`config.mk`:
```
export PLATFORM = sky130hd
export DESIGN_NAME = pci_target_ctrl
export DESIGN_NICKNAME = d
export VERILOG_FILES = /design/src/rtl/pci_target_ctrl.sv
export SDC_FILE = /design/constraint.sdc
export NUM_CORES = 1
export LEC_CHECK = 0
export BUFFER_PORTS_ARGS = -buffer_cell sky130_fd_sc_hd__buf_4
export CAP_MARGIN = 40
export CORE_ASPECT_RATIO = 1.2
export CORE_MARGIN = 8
export CORE_UTILIZATION = 30
export CTS_CLUSTER_SIZE = 40
export DETAILED_ROUTE_END_ITERATION = 8
export PLACE_DENSITY_LB_ADDON = 0.1
export SYNTH_ARGS = -nofsm -noshare
export SYNTH_HDL_FRONTEND = slang
export SYNTH_SLANG_ARGS = --single-unit
```
`constraint.sdc`:
```
create_clock -name clk -period 2.03 [get_ports clk]
set_input_delay 0.1015 -clock clk [delete_from_list [all_inputs] [get_ports clk]]
set_output_delay 0.1015 -clock clk [all_outputs]
set_load 0.01 [all_outputs]
```
`src/rtl/pci_target_ctrl.sv`:
```
// Control FSM for a partial PCI target: decodes memory read/write hits on an
// 8 x 32-bit window, drives the target handshakes and sequences the datapath.
module pci_target_ctrl #(
  parameter logic [31:0] BASE_ADDR = 32'h0000_1000,
  parameter int unsigned MAX_WAIT  = 16
) (
  input  logic        clk,
  input  logic        rst,
  input  logic        frame_n,
  input  logic        irdy_n,
  input  logic        req64_n,
  input  logic [3:0]  cbe_n,
  input  logic [31:0] ad_addr,
  output logic        devsel_n,
  output logic        trdy_n,
  output logic        stop_n,
  output logic        ack64_n,
  output logic [2:0]  add1,
  output logic [2:0]  add2,
  output logic        we1,
  output logic        we2,
  output logic        oe,
  output logic        mode,
  output logic        par_e1,
  output logic        par_e2,
  output logic        perr_e1,
  output logic        perr_e2
);

  typedef enum logic [2:0] {IDLE, DEV, XFER, DISC, TAR} state_t;

  localparam int unsigned CW = $clog2(MAX_WAIT);
  localparam logic [CW-1:0] WAIT_PRE = CW'(MAX_WAIT - 2);

  state_t        state;
  logic [2:0]    idx;
  logic [2:0]    idx_next;
  logic          wide;
  logic          is_wr;
  logic [CW-1:0] wait_cnt;
  logic          hit;
  logic          cmd_ok;
  logic          xfer_now;
  logic          unused;

  assign unused   = ^ad_addr[1:0];
  assign hit      = (ad_addr[31:5] == BASE_ADDR[31:5]);
  assign cmd_ok   = (cbe_n == 4'b0110) || (cbe_n == 4'b0111);
  assign xfer_now = (state == XFER) && !irdy_n && !trdy_n;
  assign idx_next = idx + (wide ? 3'd2 : 3'd1);

  assign add1 = idx;
  assign add2 = idx + 3'd1;
  assign we1  = is_wr && (state == XFER) && !irdy_n;
  assign we2  = we1 && wide;

  // A phase is the last one before the window wraps past word 7.
  function automatic logic is_last(input logic [2:0] i, input logic w);
    return w ? (i >= 3'd6) : (i == 3'd7);
  endfunction

  always_ff @(posedge clk or posedge rst) begin
    if (rst) begin
      state    <= IDLE;
      devsel_n <= 1'b1;
      trdy_n   <= 1'b1;
      stop_n   <= 1'b1;
      ack64_n  <= 1'b1;
      idx      <= '0;
      wide     <= 1'b0;
      is_wr    <= 1'b0;
      oe       <= 1'b0;
      mode     <= 1'b1;
      wait_cnt <= '0;
      par_e1   <= 1'b0;
      par_e2   <= 1'b0;
      perr_e1  <= 1'b0;
      perr_e2  <= 1'b0;
    end else begin
      par_e1  <= xfer_now && !is_wr;
      par_e2  <= xfer_now && !is_wr && wide;
      perr_e1 <= xfer_now && is_wr;
      perr_e2 <= xfer_now && is_wr && wide;

      case (state)
        IDLE: begin
          wait_cnt <= '0;
          if (!frame_n && hit && cmd_ok) begin
            idx      <= ad_addr[4:2];
            is_wr    <= cbe_n[0];
            wide     <= !req64_n;
            devsel_n <= 1'b0;
            ack64_n  <= req64_n;
            oe       <= !cbe_n[0];
            mode     <= req64_n;
            state    <= DEV;
          end
        end
        DEV: begin
          trdy_n <= 1'b0;
          stop_n <= !is_last(idx, wide);
          state  <= XFER;
        end
        XFER: begin
          if (xfer_now) begin
            idx      <= idx_next;
            wait_cnt <= '0;
            if (frame_n) begin
              devsel_n <= 1'b1;
              trdy_n   <= 1'b1;
              stop_n   <= 1'b1;
              ack64_n  <= 1'b1;
              oe       <= 1'b0;
              state    <= TAR;
            end else if (!stop_n) begin
              trdy_n <= 1'b1;
              state  <= DISC;
            end else begin
              stop_n <= !is_last(idx_next, wide);
            end
          end else if (wait_cnt == WAIT_PRE) begin
            // counter would reach MAX_WAIT-1: retry without moving data
            trdy_n <= 1'b1;
            stop_n <= 1'b0;
            state  <= DISC;
          end else begin
            wait_cnt <= wait_cnt + 1'b1;
          end
        end
        DISC: begin
          if (frame_n) begin
            devsel_n <= 1'b1;
            trdy_n   <= 1'b1;
            stop_n   <= 1'b1;
            ack64_n  <= 1'b1;
            oe       <= 1'b0;
            state    <= TAR;
          end
        end
        TAR: begin
          mode  <= 1'b1;
          state <= IDLE;
        end
        default: state <= IDLE;
      endcase
    end
  end

endmodule

```
==> summary.txt <==
Avg WL per Cell: 14.4 um
Layout fillers: 438
Post-synthesis cell type count: 44
Clk_skew: 4.63 ps
Max FFs per register: 4
Skew-Pair Late Insertion Delay: 260 ps
Final period utilization: 93.5%
Routed WL: 3.67 mm
Top reg by flops: wait_cnt
FP Rows: 26
Hold/Removal Path Class: input port to register
RR Startpoint: wide
DIE WIDTH: 76.2 um
Crit path capture type: primary output
Peak Freq: 527 MHz
Syn avg cell area: 9.59 um2
Initial Util: 30.8%
Initial antenna violation count: 0
Setup violators final: 0
Initial DRC count: 64
CTS tree: done
Met1 Track Usage GR: 12.2%
Post-synthesis net count: 184
R2R setup slack: 240 ps
Routability cong.: 0.834
CTS Root Cell: clkbuf_8
Met3 usage: 5.28%
Max_cap viols: 0
TNS Setup: 0 ps
Synth warn: 0
GRT met2 Usage: 20.7%
Critical path fanouts, max: 9
Footprint of the multi-input gates: 677 um2
Total core area: 4230 um2
Clock slew at reported path FFs: 80 ps
# clock sinks: 22
Port bufs: 56
Number of global-route vias before repair: 1420
Slew margin rel.: 70.2%
Layout cells sized above 1: 39.7%
Slew Viols, Final: 0
Synth Flop Type: dfrtp_1
Num CTS Buffers: 3
Min Hold Slack: 20.5 ps
Worst min-delay path startpoint: req64_n
CP startpoint: state[0]
IO Pins: 59
Post-synth ARST share: 100%
First-pass DRT Iterations: 4
FF+latch count, synth: 22
H-tree levels: 1
Vert. Die Dim: 88.2 um
Final Hold Fails: 0
RSZ-0062 raised after global routing: false
Area growth syn-to-layout: 44.8%
Pleak: 0.000939 uW
Die ar.: 6720 um2
First-pass GRT wire length: 6.42 mm
# nets final: 248
Netlist Area Pre-Place: 1300 um2
Number of flops mapped to enable cells by yosys: 0
Status: finished, final reports clean
GRT Total Usage: 11.6%
CP required: 1930 ps
P per Cell Area: 1010 nW/um2
Peak VDD IR: 332 uV
Sequential Area: 558 um2
Worst endpoint data arrival time: 1800 ps
Number of antenna diodes: 0
Gate Count Post-Synth: 136
Busiest grt layer: met2
CP Class: register to primary output
Pin count of the biggest net entering global routing: 13
Actual slew at the worst max-slew pin: 443 ps
Max Buffers Root-to-Sink: 2
Vias: 1240
DP HPWL: 3.11 mm
Tmin final: 1900 ps
Setup crit start kind: register
GRT overflow: 0
Register area share after synthesis: 42.7%
Vias per cell: 4.86
Drt drc: 0
Post-route ant nets: 0
per-stage QoR:
step | area (um2) | std cells | setup slack, ps | power, uW | utilization (%)
final | 1890 | 255 | 132 | 1900 | 44.6
after global routing | 1890 | 255 | 14.4 | 2060 | 44.6
after CTS | 1890 | 255 | 113 | 1930 | 44.6
after detailed placement | 1820 | 250 | 247 | 1600 | 43.0
after global placement | 1800 | 249 | 256 | 1580 | 42.7
after floorplan | 1300 | 136 | 237 | 1250 | -
cell usage after synthesis, drive strengths merged, types with 2 or more instances:
cell type  instances  share of area, %
o211ai             2               1.2
nor3b              2               1.5
o21ai              3               1.2
inv               10               2.9
clkbuf             2              0.58
or3                2               1.7
dfstp              5                10
nor4               7               3.4
nand3              2              0.77
a22o               2               1.3
nand2              7               2.0
xor2               3               2.0
nor2b              2              0.96
dfrtp             17                33
ha                 6               5.8
nor4b              2               1.3
nand4              3               1.4
o31ai              5               2.9
mux2i              4               3.1
nor2              19               5.7
a21oi              4               1.5
nor3               7               2.7
buf                3               2.1
worst paths after layout:
kind | to | cells after the start
max | we2 | 4
min | wide | 2
max reg2reg | stop_n | 8
min reg2reg | ack64_n | 2
max in group asynchronous | mode | 4
min in group asynchronous | wait_cnt[3] | 3
timing repair:
action                     in CTS  in global routing
hold buffers                    1                  0
hold endpoints to repair        8                  0
setup endpoints to repair       1                  0
resized for setup               2                  0
buffers inserted                0                  0
worst max-delay path, stage by stage (launching register included):
cell and delay (ps):
dfrtp_1 490, or3b_4 510, nor3b_2 250, and2_1 170, buf_4 120
layout by cell type, fill, tap and decap left out, drive strengths merged, types with 4 or more instances in the layout:
cell / count
o31ai: 5
nor4: 7
mux2i: 4
inv: 10
nand2: 7
nor3: 7
dfrtp: 17
clkbuf: 4
dfstp: 5
ha: 6
a21oi: 4
nor2: 19
buf: 63
kinds of logic (layout without fill, tap and decap cells):
family	count (synthesis)	after routing	synth area share [%]
buffers and inverters	15	78	5.57
AND/OR/NAND/NOR	58	58	24.2
flip-flops	22	22	42.7
AO/OA/AOI/OAI	25	25	13.3
XOR/XNOR	4	4	2.69
multiplexers	5	5	4.22
adder cells (fa/ha/maj)	7	7	7.29
per-layer routing:
| layer | vias to the layer above | share of wire (%) |
|---|---|---|
| met2 | 48 | 49 |
| met1 | 576 | 41 |
| met4 | 0 | 0.74 |
| met3 | 2 | 9.7 |
| met5 | - | 0 |
| li1 | 614 | - |
cell type report:
type	instances	area share (%)
Clock buffer	4	2.92
Inverter	10	1.99
Multi-Input combinational cell	99	35.9
Sequential cell	22	29.6
Tap cell	56	3.71
Timing Repair Buffer	64	26.0
power by group:
group          internal, uW  switching [uW]  total [uW]
Clock                   173             139         311
Sequential              555             132         687
Combinational           465             440         905
Total                  1190             711        1900
Power figures use the tool's default switching activity.
